File: src/rtl/sdram_init_pkg.sv
// Shared types for the SDRAM power-up sequencer: command encodings, FSM states and
// the precharge-all address bit.
package sdram_init_pkg;

    // {cs_n, ras_n, cas_n, we_n}
    typedef enum logic [3:0] {
        SDR_CMD_NOP = 4'b1111,
        SDR_CMD_PRE = 4'b0010,
        SDR_CMD_REF = 4'b0001,
        SDR_CMD_LMR = 4'b0000
    } sdr_cmd_e;

    typedef enum logic [2:0] {
        ST_PWRUP = 3'd0,
        ST_PRE   = 3'd1,
        ST_TRP   = 3'd2,
        ST_REF   = 3'd3,
        ST_TRFC  = 3'd4,
        ST_LMR   = 3'd5,
        ST_TMRD  = 3'd6,
        ST_DONE  = 3'd7
    } init_state_e;

    localparam int A10_BIT = 10;

    function automatic int max4(input int a, input int b, input int c, input int d);
        int m;
        m = a;
        if (b > m) m = b;
        if (c > m) m = c;
        if (d > m) m = d;
        return m;
    endfunction

endpackage

File: src/rtl/sdram_init_sequencer_if.sv
// Command-pin bundle between the init sequencer (master) and the pad ring / controller side (slave).
// init_req only exists when SDR_INIT_REINIT_EN is defined.
interface sdram_init_sequencer_if #(
    parameter int SDR_AW = 13,
    parameter int SDR_BW = 2
);
    logic [SDR_AW-1:0] cfg_mode_reg;
`ifdef SDR_INIT_REINIT_EN
    logic              init_req;
`endif
    logic              sdr_cs_n;
    logic              sdr_ras_n;
    logic              sdr_cas_n;
    logic              sdr_we_n;
    logic [SDR_AW-1:0] sdr_addr;
    logic [SDR_BW-1:0] sdr_ba;
    logic              sdr_init_done;

`ifdef SDR_INIT_REINIT_EN
    modport master (
        input  cfg_mode_reg, init_req,
        output sdr_cs_n, sdr_ras_n, sdr_cas_n, sdr_we_n, sdr_addr, sdr_ba, sdr_init_done
    );
    modport slave (
        output cfg_mode_reg, init_req,
        input  sdr_cs_n, sdr_ras_n, sdr_cas_n, sdr_we_n, sdr_addr, sdr_ba, sdr_init_done
    );
`else
    modport master (
        input  cfg_mode_reg,
        output sdr_cs_n, sdr_ras_n, sdr_cas_n, sdr_we_n, sdr_addr, sdr_ba, sdr_init_done
    );
    modport slave (
        output cfg_mode_reg,
        input  sdr_cs_n, sdr_ras_n, sdr_cas_n, sdr_we_n, sdr_addr, sdr_ba, sdr_init_done
    );
`endif

endinterface

File: src/rtl/sdram_init_wait_cnt.sv
// Loadable down-counter used for every init wait; holds at zero instead of wrapping.
module sdram_init_wait_cnt #(
    parameter int WIDTH = 9
) (
    input  logic             clk_i,
    input  logic             rst_i,
    input  logic             load_i,
    input  logic [WIDTH-1:0] load_val_i,
    output logic             zero_o
);

    logic [WIDTH-1:0] cnt_q;
    logic [WIDTH-1:0] cnt_d;

    // Next count: load wins, otherwise count down and stick at zero.
    always_comb begin
        cnt_d = cnt_q;
        if (load_i) begin
            cnt_d = load_val_i;
        end else if (cnt_q != '0) begin
            cnt_d = cnt_q - WIDTH'(1);
        end else begin
            cnt_d = cnt_q;
        end
    end

    // Counter register.
    always_ff @(posedge clk_i or posedge rst_i) begin
        if (rst_i) begin
            cnt_q <= '0;
        end else begin
            cnt_q <= cnt_d;
        end
    end

    assign zero_o = (cnt_q == '0);

endmodule

File: src/rtl/sdram_init_sequencer.sv
// SDRAM power-up sequencer: NOP wait, PRECHARGE ALL, REF_CNT x AUTO REFRESH, LMR, then init_done.
// Define SDR_INIT_REINIT_EN to add init_req, which restarts the sequence from PRECHARGE while in DONE.
module sdram_init_sequencer
    import sdram_init_pkg::*;
#(
    parameter int T_PWRUP = 505,
    parameter int T_RP    = 3,
    parameter int T_RFC   = 7,
    parameter int REF_CNT = 2,
    parameter int T_MRD   = 8,
    parameter int SDR_AW  = 13,
    parameter int SDR_BW  = 2
) (
    input  logic                   sdram_clk,
    input  logic                   reset,
    sdram_init_sequencer_if.master bus
);

    localparam int CNT_W = $clog2(max4(T_PWRUP, T_RP, T_RFC, T_MRD) + 1);
    localparam int REF_W = $clog2(REF_CNT + 1);
    localparam logic [SDR_AW-1:0] PRE_ADDR = SDR_AW'(1) << A10_BIT;

    init_state_e       state_q, state_d;
    logic              armed_q, armed_d;
    logic [REF_W-1:0]  ref_q, ref_d;
    logic              cnt_load_s;
    logic [CNT_W-1:0]  cnt_val_s;
    logic              cnt_zero_s;
    logic              reinit_req_s;

    sdr_cmd_e          cmd_q, cmd_d;
    logic [SDR_AW-1:0] addr_q, addr_d;
    logic [SDR_BW-1:0] ba_q, ba_d;
    logic              done_q, done_d;

`ifdef SDR_INIT_REINIT_EN
    assign reinit_req_s = bus.init_req;
`else
    assign reinit_req_s = 1'b0;
`endif

    sdram_init_wait_cnt #(
        .WIDTH (CNT_W)
    ) u_wait_cnt (
        .clk_i      (sdram_clk),
        .rst_i      (reset),
        .load_i     (cnt_load_s),
        .load_val_i (cnt_val_s),
        .zero_o     (cnt_zero_s)
    );

    // State, bookkeeping and output registers.
    always_ff @(posedge sdram_clk or posedge reset) begin
        if (reset) begin
            state_q <= ST_PWRUP;
            armed_q <= 1'b0;
            ref_q   <= '0;
            cmd_q   <= SDR_CMD_NOP;
            addr_q  <= '0;
            ba_q    <= '0;
            done_q  <= 1'b0;
        end else begin
            state_q <= state_d;
            armed_q <= armed_d;
            ref_q   <= ref_d;
            cmd_q   <= cmd_d;
            addr_q  <= addr_d;
            ba_q    <= ba_d;
            done_q  <= done_d;
        end
    end

    // Next state and wait-counter loading; command states always last exactly one cycle.
    always_comb begin
        state_d    = state_q;
        armed_d    = armed_q;
        ref_d      = ref_q;
        cnt_load_s = 1'b0;
        cnt_val_s  = '0;
        case (state_q)
            ST_PWRUP: begin
                armed_d = 1'b1;
                state_d = (armed_q && cnt_zero_s) ? ST_PRE : ST_PWRUP;
            end
            ST_PRE: begin
                ref_d   = REF_W'(REF_CNT);
                state_d = cnt_zero_s ? ST_REF : ST_TRP;
            end
            ST_TRP: begin
                state_d = cnt_zero_s ? ST_REF : ST_TRP;
            end
            // ref_q still counts the refresh being issued now
            ST_REF: begin
                ref_d = ref_q - REF_W'(1);
                if (cnt_zero_s) begin
                    state_d = (ref_q > REF_W'(1)) ? ST_REF : ST_LMR;
                end else begin
                    state_d = ST_TRFC;
                end
            end
            ST_TRFC: begin
                if (cnt_zero_s) begin
                    state_d = (ref_q != '0) ? ST_REF : ST_LMR;
                end else begin
                    state_d = ST_TRFC;
                end
            end
            ST_LMR: begin
                state_d = cnt_zero_s ? ST_DONE : ST_TMRD;
            end
            ST_TMRD: begin
                state_d = cnt_zero_s ? ST_DONE : ST_TMRD;
            end
            ST_DONE: begin
                state_d = reinit_req_s ? ST_PRE : ST_DONE;
            end
            default: begin
                state_d = ST_PWRUP;
            end
        endcase

        // The power-up wait is loaded on the first edge after reset, since reset leaves the counter at zero.
        if (state_q == ST_PWRUP && !armed_q) begin
            cnt_load_s = 1'b1;
            cnt_val_s  = CNT_W'(T_PWRUP - 1);
        end else begin
            case (state_d)
                ST_PRE: begin
                    cnt_load_s = 1'b1;
                    cnt_val_s  = CNT_W'(T_RP - 1);
                end
                ST_REF: begin
                    cnt_load_s = 1'b1;
                    cnt_val_s  = CNT_W'(T_RFC - 1);
                end
                ST_LMR: begin
                    cnt_load_s = 1'b1;
                    cnt_val_s  = CNT_W'(T_MRD - 1);
                end
                default: begin
                    cnt_load_s = 1'b0;
                    cnt_val_s  = '0;
                end
            endcase
        end
    end

    // Pin values for the upcoming state, registered on the same edge as the state.
    always_comb begin
        cmd_d  = SDR_CMD_NOP;
        addr_d = '0;
        ba_d   = '0;
        done_d = 1'b0;
        case (state_d)
            ST_PRE: begin
                cmd_d  = SDR_CMD_PRE;
                addr_d = PRE_ADDR;
            end
            ST_REF: begin
                cmd_d = SDR_CMD_REF;
            end
            ST_LMR: begin
                cmd_d  = SDR_CMD_LMR;
                addr_d = bus.cfg_mode_reg;
            end
            ST_DONE: begin
                done_d = 1'b1;
            end
            default: begin
                cmd_d = SDR_CMD_NOP;
            end
        endcase
    end

    assign {bus.sdr_cs_n, bus.sdr_ras_n, bus.sdr_cas_n, bus.sdr_we_n} = cmd_q;
    assign bus.sdr_addr      = addr_q;
    assign bus.sdr_ba        = ba_q;
    assign bus.sdr_init_done = done_q;

endmodule
File: src/flat_wrapper.sv
// flat-port wrapper written by rule: the top's interface ports become plain ports
module sdram_init_sequencer_flat import sdram_init_pkg::*;
#(
    parameter int T_PWRUP = 505,
    parameter int T_RP    = 3,
    parameter int T_RFC   = 7,
    parameter int REF_CNT = 2,
    parameter int T_MRD   = 8,
    parameter int SDR_AW  = 13,
    parameter int SDR_BW  = 2
)
  (sdram_clk, reset, bus_cfg_mode_reg, bus_sdr_cs_n, bus_sdr_ras_n, bus_sdr_cas_n, bus_sdr_we_n, bus_sdr_addr, bus_sdr_ba, bus_sdr_init_done);
  sdram_init_sequencer_if #(.SDR_AW(SDR_AW), .SDR_BW(SDR_BW)) bus_i ();
  input  logic sdram_clk;
  input  logic reset;
  input wire logic [$bits(bus_i.cfg_mode_reg)-1:0] bus_cfg_mode_reg;
  output wire logic [$bits(bus_i.sdr_cs_n)-1:0] bus_sdr_cs_n;
  output wire logic [$bits(bus_i.sdr_ras_n)-1:0] bus_sdr_ras_n;
  output wire logic [$bits(bus_i.sdr_cas_n)-1:0] bus_sdr_cas_n;
  output wire logic [$bits(bus_i.sdr_we_n)-1:0] bus_sdr_we_n;
  output wire logic [$bits(bus_i.sdr_addr)-1:0] bus_sdr_addr;
  output wire logic [$bits(bus_i.sdr_ba)-1:0] bus_sdr_ba;
  output wire logic [$bits(bus_i.sdr_init_done)-1:0] bus_sdr_init_done;
  assign bus_i.cfg_mode_reg = bus_cfg_mode_reg;
  assign bus_sdr_cs_n = bus_i.sdr_cs_n;
  assign bus_sdr_ras_n = bus_i.sdr_ras_n;
  assign bus_sdr_cas_n = bus_i.sdr_cas_n;
  assign bus_sdr_we_n = bus_i.sdr_we_n;
  assign bus_sdr_addr = bus_i.sdr_addr;
  assign bus_sdr_ba = bus_i.sdr_ba;
  assign bus_sdr_init_done = bus_i.sdr_init_done;
  sdram_init_sequencer #(.T_PWRUP(T_PWRUP), .T_RP(T_RP), .T_RFC(T_RFC), .REF_CNT(REF_CNT), .T_MRD(T_MRD), .SDR_AW(SDR_AW), .SDR_BW(SDR_BW)) u_core (.sdram_clk(sdram_clk), .reset(reset), .bus(bus_i));
endmodule
File: config.mk
export PLATFORM = sky130hd
export DESIGN_NAME = sdram_init_sequencer_flat
export DESIGN_NICKNAME = d
export VERILOG_FILES = /design/src/rtl/sdram_init_pkg.sv /design/src/rtl/sdram_init_sequencer_if.sv /design/src/rtl/sdram_init_wait_cnt.sv /design/src/rtl/sdram_init_sequencer.sv /design/src/flat_wrapper.sv
export SDC_FILE = /design/constraint.sdc
export NUM_CORES = 1
export LEC_CHECK = 0
export ABC_AREA = 1
export CORE_ASPECT_RATIO = 0.7
export CORE_MARGIN = 1
export CORE_UTILIZATION = 40
export DETAILED_ROUTE_END_ITERATION = 10
export PLACE_DENSITY = 0.66
export RECOVER_POWER = 25
export SLEW_MARGIN = 15
export SYNTH_ARGS = -nofsm -noshare
export SYNTH_HDL_FRONTEND = slang
export SYNTH_SLANG_ARGS = --single-unit
File: constraint.sdc
create_clock -name sdram_clk -period 2.8 [get_ports sdram_clk]
set_clock_uncertainty 0.2 [all_clocks]
set_input_delay 0.84 -clock sdram_clk [delete_from_list [all_inputs] [get_ports sdram_clk]]
set_output_delay 0.84 -clock sdram_clk [all_outputs]
set_load 0.01 [all_outputs]
==> run_results.csv <==
group,metric,value,unit
outcome,outcome,"complete, no violations",
placement,numPortBuffers,32,
global_routing,grt_max_degree,33,
cts,postCtsSetupRepairBufs,0,
synthesis,synth-main-ff-cell,"dfrtp_1",
route,drt_iter0_drc,77,
route,routed_wl,3060,µm
global_routing,grt_usage,16.9,%
worst_setup_path,max_stage_delay,0.53,ns
route,vias_per_cell,4.41,
worst_hold_path,hold_path_startpoint,"u_core.u_wait_cnt.cnt_q[0]",
worst_setup_path,cp.arrival,1.33,ns
power,combPwrFrac,3.9,%
power,fin_total_pwr,854,µW
synthesis,yosysTopAreaCell,"dfrtp_1",
global_routing,grt_pass1_vias,1111,
power,ir_drop,0.218,mV
cts,cts_resized,0,
synthesis,avgSynthCellArea,8.96,µm²
floorplanning,die_y,54.8,µm
power,seqPwrFrac,54.2,%
cts,cts-root-buf,"clkbuf_8",
floorplanning,core,3670,µm²
floorplanning,die_x,77.5,µm
worst_setup_path,worstPathRequired,1.76,ns
synthesis,ys_warn_count,0,
synthesis,synth.area.top_cells,"dfrtp_1, nand2_1, inv_1",
timing,finalCritPeriodShare,84.8,%
cts,clockBufferDepth,2,
power,p_switching,173,µW
final_layout,area_growth,27.8,%
global_routing,overflow,0,
timing,rsz0062_at_grt,"false",
cts,cts_tree,"built",
global_routing,antenna_found_initial,0,
route,drc,0,
worst_setup_path,path_buf_inv,1,
worst_setup_path,crit_chain,"clkdlybuf4s50_1",
synthesis,synth_common_cells,"dfrtp_1, nand2_1, inv_1, nor2_1, inv_2",
cts,clkLatencyLatePin,0.28,ns
worst_hold_path,min_path_type,"reg -> reg",
worst_setup_path,critPathTopFamily,"flip-flops",
power,swShare,20.2,%
route,wl_per_cell,11.5,µm
synthesis,synth_top_area_share,45.5,%
route,dr.pass1.iters,4,
power,leakagePower,1.05,nW
floorplanning,pin_count,35,
placement,dp_hpwl,2370,µm
worst_setup_path,critPathCaptureType,"output pin",
worst_setup_path,worst_setup_path_start_kind,"flop",
power,power.density,419,nW/µm²
synthesis,synth-edff-count,0,
worst_setup_path,critPathMaxFanout,2,
timing,finalHoldViolCount,0,
power,clkPwrFrac,41.9,%
worst_hold_path,hold_end,"u_core.u_wait_cnt.cnt_q[0]",
route,ant_nets,0,
timing,finalSetupViolCount,0,
flow_run,maxCapViolations,0,
timing,slew_violations,0,
final_layout,num-nets-final,234,
timing,fin_crit,2.37,ns
timing,relSlewSlack,48.1,%
cts,htree_levels,2,
synthesis,yosysMostFrequentCell,"dfrtp_1",
synthesis,synth.distinct_cells,28,
worst_setup_path,r2r_setup_slack,0.71,ns
global_routing,grt_pass1_wl,5190,µm
floorplanning,die_area,4250,µm²
worst_setup_path,crit_slowest_cell,"dfstp_2",
cts,cts.sinks,32,
floorplanning,rows,18,
final_layout,layout-drive-gt1-share,18.5,%
final_layout,n_antenna_cell,0,
cts,cts_hold_buf,0,
worst_setup_path,rr_worst_depth,13,
synthesis,seq_area_frac_synth,50.4,%
floorplanning,initial_utilization,43.5,%
power,p_int,681,µW
synthesis,synth_seq_cells,32,
cts,cts.clk_slew.worst_paths,0.06,ns
worst_setup_path,r2r-start,"u_core.u_wait_cnt.cnt_q[0]",
synthesis,synth_area,1600,µm²
cts,cts_buffers,5,
timing,worst_pin_slew,0.778,ns
route,vias,1173,
timing,fmax,0.421,GHz
placement,place.gp.congestion,0.884,
worst_hold_path,holdPathStages,2,
worst_setup_path,crit_type,"reg -> out",
timing,tns,0,ns
final_layout,fill_cells,341,
synthesis,async_flop_share,100,%
synthesis,synthCells,178,
worst_setup_path,rr_endpoint,"u_core.u_wait_cnt.cnt_q[0]",
-- power by group through the flow --
stage	Combinational (mW)	Sequential (mW)	Clock, mW
final	0.0329	0.463	0.358
after floorplan	0.0132	0.471	0
after global placement	0.0339	0.471	0
after global routing	0.0367	0.462	0.397
after CTS	0.0347	0.463	0.369
after detailed placement	0.0345	0.471	0
-- cell usage in the layout (no fill, tap or decap), types with 3 or more instances in the layout --
cell type        synthesis  layout
nand3_1                  5       5
nand2_1                 28      28
clkdlybuf4s50_1          0      31
inv_1                   27      27
xor2_1                   5       5
nand2_4                  3       3
dfstp_2                  3       3
dfrtp_1                 29      29
nand2_2                  5       5
ha_1                     4       4
inv_2                   12      12
o21ai_0                  5       5
clkbuf_8                 0       6
nor2_1                  25      27
a21oi_1                  4       4
-- final cells by class --
class	count	area, µm²	share of cell area, %
multi-input combinational	104	611	29.9
inverter	39	146	7.18
timing repair buffer	33	325	16.0
sequential	32	805	39.4
clock buffer	8	90.1	4.42
tap	50	62.6	3.07
-- worst max-delay path by stage --
stage | end | slack [ns] | from | cells after the start
2_1_floorplan | u_core.bus.sdr_addr[0] | 0.92 | u_core.u_wait_cnt.cnt_q[0] | 12
3_3_place_gp | bus_sdr_ras_n | 0.73 | u_core.cmd_q[2] | 1
3_5_place_dp | u_core.u_wait_cnt.cnt_q[0] | 0.71 | u_core.u_wait_cnt.cnt_q[0] | 13
4_1_cts | bus_sdr_cs_n | 0.41 | u_core.cmd_q[2] | 1
5_1_grt | bus_sdr_cs_n | 0.38 | u_core.cmd_q[2] | 1
6_report | bus_sdr_cs_n | 0.43 | u_core.cmd_q[2] | 1
-- flip-flops by register name, indices dropped and copies added, names as in the netlist --
signal	count
u_core.bus.sdr_addr	13
u_core.u_wait_cnt.cnt_q	9
u_core.cmd_q	3
u_core.ref_q	2
u_core.armed_q	1
u_core.state_q	3
u_core.bus.sdr_init_done	1
-- through the flow --
step	setup slack (ns)	cell area (µm²)	hold WS (ns)	instances	util, %
floorplan	0.915	1600	0.249	179	-
global placement	0.734	1960	0.267	258	53.4
detailed placement	0.706	1960	0.273	258	53.4
CTS	0.410	2050	0.293	266	55.9
global route	0.383	2040	0.342	266	55.6
finish	0.425	2040	0.297	266	55.6
-- tightest hold or removal path, cell delays in order (launching register included) --
cell and delay, ns:
dfrtp_1 0.36, nand2_1 0.06, nand2_1 0.05
-- kinds of logic after synthesis --
group                    after synthesis  share of synthesized area, %
AO/OA/AOI/OAI                         16                          6.98
XOR/XNOR                               5                          2.74
adder cells (fa/ha/maj)                4                          3.14
buffers and inverters                 43                          10.9
flip-flops                            32                          50.4
other                                  1                         0.235
AND/OR/NAND/NOR                       77                          25.6
-- metal layers --
layer | GRT usage [%] | wire length [µm] | up-vias
met2 | 24.8 | 1320 | 26
met1 | 23.1 | 1550 | 544
met3 | 4.17 | 125 | 7
met4 | 9.43 | 63 | 0
li1 | - | - | 596
met5 | 0 | 0 | -
Note: power is estimated with default switching activity, not from simulation.
